===== config.mk =====
export PLATFORM = sky130hd
export DESIGN_NAME = pmod_in_debounce
export DESIGN_NICKNAME = d
export VERILOG_FILES = /design/src/rtl/pmod_debounce_ch.sv /design/src/rtl/pmod_in_debounce.sv
export SDC_FILE = /design/constraint.sdc
export NUM_CORES = 1
export LEC_CHECK = 0
export ABC_AREA = 0
export ABC_CLOCK_PERIOD_IN_PS = 12750
export CAP_MARGIN = 10
export CORE_MARGIN = 8
export CORE_UTILIZATION = 40
export DETAILED_ROUTE_END_ITERATION = 12
export DONT_BUFFER_PORTS = 1
export PLACE_DENSITY = 0.56
export SYNTH_ARGS = -nofsm -noshare
export SYNTH_HDL_FRONTEND = slang
export SYNTH_SLANG_ARGS = --single-unit
export TNS_END_PERCENT = 5

===== constraint.sdc =====
create_clock -name clk48 -period 12.75 [get_ports clk48]
set_clock_uncertainty 0.15 [all_clocks]
set_input_delay 0 -clock clk48 [delete_from_list [all_inputs] [get_ports clk48]]
set_output_delay 0 -clock clk48 [all_outputs]
set_load 0.01 [all_outputs]

===== src/rtl/pmod_debounce_ch.sv =====
// One PMOD input channel: two-flop synchroniser, persistence counter, debounced level
// and registered rise/fall strobes.
module pmod_debounce_ch #(
    parameter int unsigned DEBOUNCE_CYCLES = 48000
) (
    input  logic clk48,
    input  logic rst,
    input  logic pin_in,
    output logic level,
    output logic level_next,
    output logic rise,
    output logic fall
);

    localparam int unsigned CNT_W = $clog2(DEBOUNCE_CYCLES + 1);
    localparam logic [CNT_W-1:0] CntLast = CNT_W'(DEBOUNCE_CYCLES - 1);

    logic             s1_q, s2_q;
    logic [CNT_W-1:0] cnt_q, cnt_d;
    logic             level_q, level_d;
    logic             rise_q, rise_d;
    logic             fall_q, fall_d;

    // Plain flop pair so the first stage may go metastable without feeding logic.
    always_ff @(posedge clk48 or posedge rst) begin
        if (rst) begin
            s1_q <= 1'b0;
            s2_q <= 1'b0;
        end else begin
            s1_q <= pin_in;
            s2_q <= s1_q;
        end
    end

    always_comb begin
        cnt_d   = cnt_q;
        level_d = level_q;
        rise_d  = 1'b0;
        fall_d  = 1'b0;
        if (s2_q == level_q) begin
            cnt_d = '0;
        end else if (cnt_q == CntLast) begin
            level_d = s2_q;
            cnt_d   = '0;
            rise_d  = s2_q;
            fall_d  = ~s2_q;
        end else begin
            cnt_d = cnt_q + CNT_W'(1);
        end
    end

    always_ff @(posedge clk48 or posedge rst) begin
        if (rst) begin
            cnt_q   <= '0;
            level_q <= 1'b0;
            rise_q  <= 1'b0;
            fall_q  <= 1'b0;
        end else begin
            cnt_q   <= cnt_d;
            level_q <= level_d;
            rise_q  <= rise_d;
            fall_q  <= fall_d;
        end
    end

    assign level      = level_q;
    assign level_next = level_d;
    assign rise       = rise_q;
    assign fall       = fall_q;

endmodule


===== src/rtl/pmod_in_debounce.sv =====
// Debounced PMOD input block: N channels plus a valid/ready change-event stream that
// coalesces changes while the consumer stalls and flags lost transitions as overrun.
module pmod_in_debounce #(
    parameter int unsigned N               = 8,
    parameter int unsigned DEBOUNCE_CYCLES = 48000
) (
    input  logic         clk48,
    input  logic         rst,
    input  logic [N-1:0] pin_in,
    output logic [N-1:0] level,
    output logic [N-1:0] rise,
    output logic [N-1:0] fall,
    output logic         evt_valid,
    input  logic         evt_ready,
    output logic [N-1:0] evt_mask,
    output logic [N-1:0] evt_level,
    output logic         overrun,
    input  logic         overrun_clr
);

    logic [N-1:0] level_next;
    logic [N-1:0] chg;
    logic [N-1:0] load;
    logic         slot_free;
    logic         ovr_set;

    logic         evt_valid_q, evt_valid_d;
    logic [N-1:0] evt_mask_q, evt_mask_d;
    logic [N-1:0] evt_level_q, evt_level_d;
    logic [N-1:0] pending_q, pending_d;
    logic         overrun_q, overrun_d;

    for (genvar i = 0; i < N; i++) begin : g_ch
        pmod_debounce_ch #(
            .DEBOUNCE_CYCLES(DEBOUNCE_CYCLES)
        ) u_ch (
            .clk48     (clk48),
            .rst       (rst),
            .pin_in    (pin_in[i]),
            .level     (level[i]),
            .level_next(level_next[i]),
            .rise      (rise[i]),
            .fall      (fall[i])
        );
    end

    assign chg       = rise | fall;
    assign slot_free = ~evt_valid_q | evt_ready;
    assign load      = pending_q | chg;
    // A change on a bit already waiting (queued or on the output) loses a transition.
    assign ovr_set   = ~slot_free & (|(chg & (pending_q | evt_mask_q)));

    always_comb begin
        evt_valid_d = evt_valid_q;
        evt_mask_d  = evt_mask_q;
        evt_level_d = evt_level_q;
        pending_d   = pending_q;
        if (slot_free) begin
            if (|load) begin
                evt_valid_d = 1'b1;
                evt_mask_d  = load;
                evt_level_d = level_next;
                pending_d   = '0;
            end else begin
                evt_valid_d = 1'b0;
            end
        end else begin
            pending_d = pending_q | chg;
        end
    end

    always_comb begin
        overrun_d = overrun_q;
        if (ovr_set) begin
            overrun_d = 1'b1;
        end else if (overrun_clr) begin
            overrun_d = 1'b0;
        end
    end

    always_ff @(posedge clk48 or posedge rst) begin
        if (rst) begin
            evt_valid_q <= 1'b0;
            evt_mask_q  <= '0;
            evt_level_q <= '0;
            pending_q   <= '0;
            overrun_q   <= 1'b0;
        end else begin
            evt_valid_q <= evt_valid_d;
            evt_mask_q  <= evt_mask_d;
            evt_level_q <= evt_level_d;
            pending_q   <= pending_d;
            overrun_q   <= overrun_d;
        end
    end

    assign evt_valid = evt_valid_q;
    assign evt_mask  = evt_mask_q;
    assign evt_level = evt_level_q;
    assign overrun   = overrun_q;

endmodule


Yosys cells after proc, flatten, opt, wreduce, memory -nomap -nowiden
Index checks and enable logic that the tools add are counted.
Storage, ports and cells
  output and inout bits: 42
  flip-flop bits (word level): 194
  logic and storage cells: 167
  input port bits: 12
Cells by class
  mux-type cells: 69
  equal/unequal tests: 17
  reductions and logical operators: 4
  bitwise gates (word level): 16
  add/subtract/negate cells: 8
Operators by type and width (count)
  $mux 16: 16
  $add 16x1->16 const B: 8
  $eq 16x16->1 const B: 8
  $mux 1: 51
  $or 8x8->8: 3
  $mux 8: 2
  $reduce_or 8->1: 2
  $not 1->1: 10
  $and 8x8->8: 1
  $eq 1x1->1: 8
  $ne 2x1->1 const B: 1
  $reduce_and 2->1: 1
  $reduce_bool 2->1: 1
  $and 1x1->1: 1
  $or 1x1->1: 1

Longest topological paths before layout
Gate-level depths: netlist (run 1).
  word-level depth: 5
  mapped depth: 7
  mapped depth without buffers: 6

Cells and area by module
From an unflattened synthesis (run 1), not the netlist that was laid out.
Unflattened totals
  cells, all modules: 832
  area, all modules: 8968.6 µm²
Modules (own cells, without submodules)
  pmod_debounce_ch: area each 970.9 µm², times used 8, sequential area each 525.5 µm², cells each 92
  pmod_in_debounce: area each 1201.2 µm², times used 1, sequential area each 650.6 µm², cells each 96

Worst setup path before layout (run 1)
OpenSTA, ideal clock, no wires.
  path type: reg2reg
  from: register g_ch[4].u_ch.cnt_q[10]
  to: register evt_level_q[4], in the netlist evt_level[4]
  period minus slack after synthesis: 2079 ps
  buffers on the path: 0
  slack: 10671 ps
  arrival time: 1805 ps
  data required time: 12475 ps
  setup time: 125 ps
  stages on the path, launching flop included: 5
  cells stage by stage: dfrtp_1 > or4_1 > or3_4 > mux2_4 > mux2_2
Between the ends
  cells in the longest elaborated chain, start to end: 3
RTL lines
  start, declared: line pmod_debounce_ch.sv:19  | logic [CNT_W-1:0] cnt_q, cnt_d;
  start signal, assigned: line pmod_debounce_ch.sv:59  | cnt_q <= cnt_d;
  $eq 16x16->1: line pmod_debounce_ch.sv:42  | end else if (cnt_q == CntLast) begin
  $mux 1: line pmod_debounce_ch.sv:42
  $mux 1: line pmod_debounce_ch.sv:40  | if (s2_q == level_q) begin
  named net g_ch[4].u_ch.level_next: line pmod_debounce_ch.sv:10  | output logic level_next,
  end signal, assigned: line pmod_in_debounce.sv:91  | evt_level_q <= evt_level_d;
  end, declared: line pmod_in_debounce.sv:29  | logic [N-1:0] evt_level_q, evt_level_d;
The timed path passes the listed nets, and every way through them passes these cells.
A chain may end at the register's enable or synchronous reset.

Final worst setup path (run 1)
  from: register g_ch[4].u_ch.fall_q
  to: register evt_level_q[0], in the netlist evt_level[0]
Between the ends
  cells in the longest elaborated chain, start to end: 4
RTL lines
  start, declared: line pmod_debounce_ch.sv:22  | logic fall_q, fall_d;
  start signal, assigned: line pmod_debounce_ch.sv:62  | fall_q <= fall_d;
  $or 8x8->8: line pmod_in_debounce.sv:47  | assign chg = rise | fall;
  $or 8x8->8: line pmod_in_debounce.sv:49  | assign load = pending_q | chg;
  $reduce_or 8->1: line pmod_in_debounce.sv:59  | if (|load) begin
  $reduce_and 2->1 (no source line)
Every way passes these cells.

==> results of run 1 <==
-- cell usage in the layout, fill, tap and decap left out, types with 3 or more instances in the layout --
cell type / n
o21ai_0: 13
dlygate4sd3_1: 20
mux2_2: 15
and3_1: 25
nor2b_1: 3
nand4_1: 30
o22ai_1: 6
inv_1: 11
xnor2_1: 47
nand2_1: 42
nor4b_1: 3
and4_1: 7
clkbuf_16: 17
nand3_1: 53
clkinvlp_4: 4
ha_1: 8
and2_1: 9
xor2_1: 70
or3_1: 4
dfrtp_1: 194
nand2b_1: 8
nor2_1: 157
nor3_1: 16
a21oi_1: 3
o21a_1: 4
nor3b_1: 16
inv_6: 4
clkinv_4: 5
-- power breakdown --
group	total, mW	internal [mW]	switching (mW)	leakage [nW]
combinational	0.0363	0.0119	0.0244	1.21
clock	0.517	0.275	0.242	0.269
sequential	0.632	0.624	0.00811	2.65
total	1.18	0.910	0.274	4.13
-- Yosys cell counts (6+ instances only) --
master	number	area, sq um
ha_1	8	100
mux2_2	15	169
clkbuf_1	14	52.6
nor3b_1	16	120
nand2b_1	8	50.1
nand4_1	30	188
inv_1	12	45.0
dfrtp_1	194	4850
o21ai_0	13	65.1
and4_1	7	61.3
buf_4	24	180
and3_1	25	156
nor2_1	157	589
nor3_1	16	80.1
nand2_1	42	158
and2_1	9	56.3
nand3_1	53	265
o22ai_1	6	37.5
xor2_1	70	613
xnor2_1	47	412
-- layout make-up --
cell class              count  area (sq um)  area share (%)
flip-flops and latches    194          4850            51.8
well taps                 275           344            3.67
clock buffers              17           425            4.54
clock inverters            15           150            1.60
repair buffers             22           215            2.30
multi-input cells         550          3330            35.6
inverters                  12          52.6           0.560
-- sequential cells by signal (all words and copies together) (netlist names), 8 cells and up --
name / cells
g_ch.u_ch.cnt_q: 128
g_ch.u_ch.s1_q: 8
pending_q: 8
g_ch.u_ch.s2_q: 8
g_ch.u_ch.level: 8
g_ch.u_ch.rise: 8
evt_level: 8
evt_mask: 8
g_ch.u_ch.fall: 8
-- through the flow --
stage | util [%] | instances | worst slack (ns) | total power, mW | instance area [sq um]
global route | 44.9 | 1085 | 9.83 | 1.24 | 9380
global placement | 41.2 | 1033 | 10.04 | 0.675 | 8600
finish | 44.9 | 1085 | 9.98 | 1.18 | 9380
CTS | 44.9 | 1085 | 9.97 | 1.21 | 9380
floorplan | - | 795 | 7.32 | 0.667 | 8470
detailed placement | 41.2 | 1033 | 9.98 | 0.677 | 8600
-- worst max-delay path, cell delays in order, from the launching register on --
cell and delay, ns:
dfrtp_1 0.43, nor3_1 0.57, nand4_1 0.25, o21ai_2 0.53
buf_4 0.35, mux2_2 0.36
-- what timing repair did --
item                                   CTS  global route
setup endpoints to repair                0             0
hold buffers                            20             0
endpoints found under the hold margin  149             0
-- routing by layer --
layer / wire length [um] / up-vias / share of wire [%] / global-route usage [%]
met3: 770 / 7 / 4.7 / 3.82
met1: 7560 / 2747 / 46 / 16.8
met5: 0 / - / 0 / 0
met4: 164 / 0 / 1.0 / 4.29
met2: 7970 / 59 / 48 / 21.8
li1: - / 2655 / - / -
-- kinds of logic (layout without fill, tap and decap cells) --
logic type / Yosys count / after routing
compound gates: 29 / 29
fa+ha+maj: 8 / 8
mux: 16 / 16
simple gates: 380 / 380
flops: 194 / 194
buf+inv: 51 / 66
xor+xnor: 117 / 117
-- worst max-delay path by stage --
stage | from | end | slack (ns)
after floorplan | rst | evt_level[0] | 7.32
after global placement | g_ch[4].u_ch.fall | evt_level[6] | 10.04
after detailed placement | g_ch[4].u_ch.fall | evt_level[0] | 9.98
after CTS | g_ch[4].u_ch.fall | evt_level[0] | 9.97
after global routing | g_ch[4].u_ch.fall | evt_level[0] | 9.83
final | g_ch[4].u_ch.fall | evt_level[0] | 9.98
==> flow_summary.toml, run 1 <==
[outcome]
status = "complete, no violations"

[final_layout]
layout.nets = 817
fillers = 1957
final_layout_size_suffix_gt1_share_pct = 6.54
area_growth_pct = 10.7
antennaDiodeCount = 0

[hold_path]
holdPathEnd = "pending_q[0]"
hold_path.class = "input pin to register"
min_from = "evt_ready"
whs_path_depth = 2

[clock_tree]
tritoncts = "yes"
cts_max_level = 4
cts.sinks = 194
clock_latency_ns = 0.42
ctsResizeCount = 0
clock_path_buffers = 2
root_buffer = "clkbuf_16"
numCtsBuffers = 17
cts.clk_slew.worst_paths_ns = 0.07
postCtsSetupBuffers = 0

[setup_path]
path_class = "register to register"
r2r_end = "evt_level[0]"
worst_setup_path_end_kind = "register"
crit_fanout = 17
start_kind = "register"
rr_worst_depth = 5
arrival_ns = 2.93
r2r_slack_ns = 9.98
cp.required_ns = 12.91
reg2reg_from = "g_ch[4].u_ch.fall"

[logic_synthesis]
ys.flop_type = "dfrtp_1"
yosysUniqueCellTypes = 35
ys_seq_elements = 194
yosys.area_share.simple_pct = 21.9
netlist_area_sq_mm = 0.00847
async_flop_share_pct = 100
synth_xor_area_share_pct = 12.1
syn_nets = 815
ys_warn_count = 0
syn_inst = 795
synthMuxAreaShare_pct = 2.17
synth.avg_cell_area_sq_um = 10.7
synth-compound-area-share_pct = 2.01
synthAdderAreaFrac_pct = 1.18
synth_top_family_by_area = "simple AND/OR/NAND/NOR gates"
yosysSeqAreaShare_pct = 57.3
synth_edf_count = 0

[placement]
hpwlAfterDp_mm = 11.5
portBuffers = 0
gp_congestion = 0.809

[power]
p_leak_nw = 4.13
power.density_mw_per_mm2 = 126
ir_drop_v = 0.0000745

[sta]
finalSetupViolations = 0
post-route-period-util_pct = 21.7
worst_pin_slew_ns = 0.961
fmax_mhz = 362
max-slew-margin-rel_pct = 36.0
hold_viol_final = 0
min_period_ns = 2.77
whs_ns = 0.0548
slew_viol_final = 0
rsz0062_at_grt = "no"
tns_ns = 0

[detailed_routing]
vias_per_cell = 5.04
vias = 5468
drc_errors = 0
totalWireLength_mm = 16.5
firstDrtPassIters = 5
wire_per_inst_um = 15.2
drt_iter0_drc = 198
ant_nets = 0

[floorplan]
ios = 54
die_h_um = 162
dieArea_sq_mm = 0.0261
core_area_sq_mm = 0.0209
rows = 53
start_util_pct = 40.5
fp.dieW_um = 162

[grt]
first_global_vias = 5730
antenna_found_initial = 0
gr-total-overflow = 0
grt_pass1_wl_mm = 28.2
grt_max_degree = 141
track_usage_pct = 13.4

[job]
drv_cap = 0
(Power assumes the default switching activity.)
==> run 2, diff against run 1 <==
ABC_AREA = 1   (was 0)
ABC_CLOCK_PERIOD_IN_PS = 2700   (was 12750)
clock period = 2.7 ns   (was 12.75 ns; I/O delays follow)
==> run 2 against run 1 <==
Compared with the run above: flip-flop and latch count stayed put; global-route usage increased by 1.9 points; cell count is 51% higher; routed wire length up 33%; register-to-register slack lost 9.3 ns; critical path depth increased by 4; count of clock-buffer cells in the layout increased by 3; largest cell class unchanged; highest routed layer unchanged.
==> flow_summary.toml, run 2 <==
[floorplan]
dieArea_sq_mm = 0.0303
die_h_um = 174
core_area_sq_mm = 0.0248
start_util_pct = 40.2
rows = 58
fp.dieW_um = 174
ios = 54

[logic_synthesis]
yosysSeqAreaShare_pct = 48.6
yosysTopAreaCell = "dfrtp_1"
syn_nets = 1298
syn_inst = 1278
synth_commonest_cells = "269 x nand2_1, 261 x nor2_1, 194 x dfrtp_1, 145 x inv_1, 100 x nand3_1"
ys_warn_count = 0
synth_area_leaders = "dfrtp_1 49%, nand2_1 10%, nor2_1 9.8%, inv_1 5.5%, nand3_1 5.0%"
ys.flop_type = "dfrtp_1"
synth_top_cell_area_share_pct = 48.6
synth.avg_cell_area_sq_um = 7.81
yosysUniqueCellTypes = 34
ys_seq_elements = 194
async_flop_share_pct = 100
netlist_area_sq_mm = 0.00998
synth_edf_count = 0
yosysMostFrequentCell = "nand2_1"

[setup_path]
cp.required_ns = 2.85
arrival_ns = 2.14
path_class = "register to register"
start_kind = "register"
worst_setup_path_end_kind = "register"
worst_path_max_delay_cell = "dlygate4sd3_1"
path_buf_inv = 2
worstPathCellList = "inv_1 > nand2_1 > o21ai_0 > o21ai_0 > nor2_1 > nand2_1 > nand2_1 > nand2_1 > dlygate4sd3_1"
crit_fanout = 2
cpMostUsedCell = "nand2_1"
critPathTopFamily = "buffers and inverters"
critical-path-max-stage-delay_ns = 0.55

[grt]
grtUsageMet1_pct = 19.8
antenna_found_initial = 0
grt-busiest-layer = "met2"
globalRouteMet2Util_pct = 24.8
grt_max_degree = 109
grt_pass1_wl_mm = 38.2
use_met3_pct = 4.14
track_usage_pct = 15.3
first_global_vias = 7798
gr-total-overflow = 0

[sta]
rsz0062_at_grt = "no"
finalSetupViolations = 0
tns_ns = 0
post-route-period-util_pct = 73.8
min_period_ns = 1.99
hold_viol_final = 0
fmax_mhz = 502
worst_pin_slew_ns = 0.901
slew_viol_final = 0
max-slew-margin-rel_pct = 39.7

[power]
swShare_pct = 22.2
p_int_mw = 4.57
p_seq_share_pct = 51.5
power.density_mw_per_mm2 = 531
clkPwrFrac_pct = 44.9
p_comb_share_pct = 3.6
p_switching_mw = 1.30
power.total_mw = 5.87
p_leak_nw = 5.04
ir_drop_v = 0.000359

[final_layout]
top_register = "g_ch.u_ch.cnt_q"
layout.nets = 1312
area_growth_pct = 10.9
final_common_cell = "nand2_1"
layout_common_cells = "269 x nand2_1, 261 x nor2_1, 194 x dfrtp_1"
antennaDiodeCount = 0
final_layout_size_suffix_gt1_share_pct = 8.97
fillers = 2475
final_core_util_pct = 44.6
largest_register_ffs = 128

[placement]
portBuffers = 0
hpwlAfterDp_mm = 16.3
gp_congestion = 0.893

[clock_tree]
postCtsSetupBuffers = 0
tritoncts = "yes"
cts_max_level = 4
ctsResizeCount = 0
cts.clk_slew.worst_paths_ns = 0.07
clock_latency_ns = 0.43
numCtsBuffers = 17
root_buffer = "clkbuf_16"
cts.hold.buffers_added = 20
clock_path_buffers = 2
cts.sinks = 194

[detailed_routing]
wire_per_inst_um = 13.4
vias_per_cell = 4.78
drc_errors = 0
totalWireLength_mm = 21.9
firstDrtPassIters = 5
ant_nets = 0
vias = 7806
drt_iter0_drc = 630

[outcome]
status = "complete, no violations"

[job]
drv_cap = 0

[hold_path]
hold_path.class = "input pin to async pin"
==> run 2: cells by family (layout without fill, tap and decap cells) <==
family          count (synthesis)  after routing  share of synthesized area [%]
flops                         194            194                           48.6
simple gates                  800            800                           35.9
xor+xnor                       45             45                           3.95
buf+inv                       186            212                           8.10
compound gates                 45             45                           2.41
fa+ha+maj                       8              8                           1.00
==> run 2: final timing paths <==
path | from | to | slack, ns | cells after the start
setup / recovery | g_ch[0].u_ch.rise | overrun | 0.71 | 9
hold / removal | rst | g_ch[5].u_ch.cnt_q[15] | 0.05 | 3
setup reg to reg | g_ch[0].u_ch.rise | overrun | 0.71 | 9
hold reg to reg | g_ch[1].u_ch.s1_q | g_ch[1].u_ch.s2_q | 0.20 | 0
max in group asynchronous | rst | g_ch[7].u_ch.cnt_q[11] | 1.83 | 3
min in group clk48 | g_ch[1].u_ch.s1_q | g_ch[1].u_ch.s2_q | 0.20 | 0
==> run 2: per-stage QoR <==
step	hold WS [ns]	instances	cell area [sq um]	setup WS (ns)
detailed placement	-0.119	1583	10200	0.699
finish	0.0507	1634	11100	0.708
CTS	0.0706	1634	11100	0.640
floorplan	-0.119	1278	9990	0.0456
global placement	-0.118	1583	10200	0.709
global route	0.0869	1634	11100	0.467
==> run 2: layout make-up <==
type | count | area [sq um] | share of cell area, %
Inverter | 154 | 582 | 5.26
Sequential cell | 194 | 4850 | 43.9
Timing Repair Buffer | 27 | 278 | 2.51
Multi-Input combinational cell | 898 | 4320 | 39.0
Clock inverter | 11 | 153 | 1.38
Clock buffer | 20 | 467 | 4.22
Tap cell | 330 | 413 | 3.73
==> run 2: per-layer routing <==
layer  up-vias  part of all wire [%]
met5         -                     0
met4         0                   1.1
met3        14                   4.6
met2       111                    46
met1      3634                    48
li1       4047                     -
==> run 2: power by group through the flow <==
stage / Sequential, mW / Combinational (mW) / Clock, mW
3_3_place_gp: 3.08 / 0.195 / 0
5_1_grt: 3.03 / 0.248 / 2.86
3_5_place_dp: 3.08 / 0.196 / 0
6_report: 3.03 / 0.209 / 2.64
4_1_cts: 3.03 / 0.219 / 2.74
2_1_floorplan: 3.06 / 0.141 / 0
==> run 2: worst register-to-register path: cells and delay by family, from the launching register on <==
family / cells / cell delay, ns
simple gates: 5 / 0.42
flops: 1 / 0.45
compound gates: 2 / 0.20
buf+inv: 2 / 0.65
==> run 3, diff against run 2 <==
ABC_CLOCK_PERIOD_IN_PS = 1790   (was 2700)
PLACE_DENSITY = 0.58   (was 0.56)
clock period = 1.79 ns   (was 2.7 ns; I/O delays follow)
==> run 3 against run 2 <==
Compared with the run above: worst setup slack lost 0.58 ns; critical endpoint is now g_ch[6].u_ch.cnt_q[9]; via count grew 2.7%; sequential share of layout area decreased by 0.76 points; utilization up 0.79 points; largest power group unchanged; total power is 47% higher.
==> flow_summary.toml, run 3 (synthesized netlist as in run 2, its figures left out) <==
[outcome]
status = "complete, no violations"

[power]
p_switching_mw = 1.90
clkPwrFrac_pct = 43.4
swShare_pct = 21.9
ir_drop_v = 0.000513
p_int_mw = 6.76
power.total_mw = 8.65
p_comb_share_pct = 3.8
p_leak_nw = 5.16
power.density_mw_per_mm2 = 768
p_seq_share_pct = 52.8

[final_layout]
antennaDiodeCount = 0
layout.nets = 1335
multiInputGateArea_sq_mm = 0.00438
top_register = "g_ch.u_ch.cnt_q"
largest_register_ffs = 128
final_area_sq_mm = 0.0113
final_layout_size_suffix_gt1_share_pct = 11.2
fillers = 2511
layout_common_cells = "267 x nand2_1, 255 x nor2_1, 194 x dfrtp_1"
seq_area_sq_mm = 0.00485
area_growth_pct = 12.8
final_common_cell = "nand2_1"

[grt]
antenna_found_initial = 0
grt_pass1_wl_mm = 38.8
gr-total-overflow = 0
first_global_vias = 7953
track_usage_pct = 15.4
grt_max_degree = 107

[floorplan]
start_util_pct = 40.2
die_h_um = 174
fp.dieW_um = 174
ios = 54
core_area_sq_mm = 0.0248
rows = 58
dieArea_sq_mm = 0.0303

[setup_path]
cp.required_ns = 1.94
start_kind = "register"
path_class = "register to register"
rr_worst_depth = 6
r2r_slack_ns = 0.13
reg2reg_from = "g_ch[6].u_ch.cnt_q[0]"
arrival_ns = 1.81
crit_fanout = 7
r2r_end = "g_ch[6].u_ch.cnt_q[9]"
worst_setup_path_end_kind = "register"

[clock_tree]
root_buffer = "clkbuf_16"
tritoncts = "yes"
clock_latency_ns = 0.42
cts_max_level = 4
cts.sinks = 194
cts.clk_slew.worst_paths_ns = 0.07
numCtsBuffers = 17
clock_path_buffers = 2

[sta]
hold_viol_final = 0
post-route-period-util_pct = 92.6
fin_ws_ns = 0.133
finalSetupViolations = 0
min_period_ns = 1.66
worst_pin_slew_ns = 0.630
max-slew-margin-rel_pct = 58.0
slew_viol_final = 0
rsz0062_at_grt = "yes"
fmax_mhz = 604

[hold_path]
hold_path.class = "input pin to async pin"

[detailed_routing]
drt_iter0_drc = 556
vias_per_cell = 4.84
drc_errors = 0
firstDrtPassIters = 5
totalWireLength_mm = 22.3
vias = 8017
ant_nets = 0
wire_per_inst_um = 13.4

[placement]
hpwlAfterDp_mm = 16.7
gp_congestion = 0.905
pre_cts_ws_ns = -0.0316
placed_area_sq_mm = 0.0104
portBuffers = 0

[job]
drv_cap = 0
==> run 3: cell types whose count changed in the layout (fill, tap and decap cells not counted), sizes merged <==
| cell | change |
|---|---|
| buf | +24 |
| clkbuf | +4 |
| bufinv | -1 |
| clkinv | -1 |
| dlygate4sd3 | -1 |
| inv | -1 |
==> run 3: worst max path at each step <==
stage,end,slack [ns],cells past startpoint,from
after floorplan,evt_level[0],-0.86,1,rst
after global placement,evt_level[6],0.04,8,g_ch[6].u_ch.fall
after detailed placement,evt_level[5],-0.03,8,g_ch[6].u_ch.fall
after CTS,evt_level[4],0.1,10,g_ch[4].u_ch.cnt_q[0]
after global routing,g_ch[0].u_ch.cnt_q[3],-0.008,8,g_ch[0].u_ch.cnt_q[0]
final,g_ch[6].u_ch.cnt_q[9],0.13,6,g_ch[6].u_ch.cnt_q[0]
==> run 3: critical path, stage by stage, from the launching register on <==
cell	delay [ns]
dfrtp_1	0.37
ha_1	0.19
nand2_1	0.11
nor3_2	0.21
nand2_1	0.22
nand2_2	0.21
nor2_1	0.07
==> run 3: area by class of cell <==
type | instances | area share [%]
Tap cell | 330 | 3.67
Clock inverter | 8 | 0.900
Timing Repair Buffer | 50 | 3.98
Multi-Input combinational cell | 898 | 38.9
Inverter | 154 | 5.17
Clock buffer | 24 | 4.28
Sequential cell | 194 | 43.1
==> run 3: through the flow <==
step | hold WS (ns) | TNS, ns | utilization, % | std cells
detailed placement | -0.119 | -0.0928 | 42.0 | 1607
global placement | -0.119 | 0 | 42.0 | 1607
CTS | 0.0823 | 0 | 45.1 | 1658
finish | 0.0399 | 0 | 45.4 | 1658
floorplan | -0.119 | -167.70 | - | 1278
global route | 0.0974 | -0.0122 | 45.4 | 1658
==> run 3: power groups by stage <==
| stage | combinational, mW | clock (mW) | sequential [mW] |
|---|---|---|---|
| finish | 0.330 | 3.76 | 4.57 |
| global route | 0.392 | 4.07 | 4.58 |
| floorplan | 0.212 | 0 | 4.62 |
| CTS | 0.337 | 3.90 | 4.57 |
| global placement | 0.301 | 0 | 4.65 |
| detailed placement | 0.304 | 0 | 4.65 |
==> run 3: per-layer routing <==
metal	up-vias	GRT usage [%]	share of wire (%)
met5	-	0	0
met2	126	24.0	45
met1	3754	20.0	47
met3	28	4.27	5.0
li1	4109	-	-
met4	0	5.84	2.9
==> run 3: repair_timing <==
action / 4_1_cts / 5_1_grt
pin swaps: 0 / 1
hold endpoints to repair: 215 / 0
hold buffers: 19 / 0
gates resized for setup: 1 / 14
cloned: 0 / 0
setup endpoints to repair: 8 / 24
setup buffers: 0 / 0
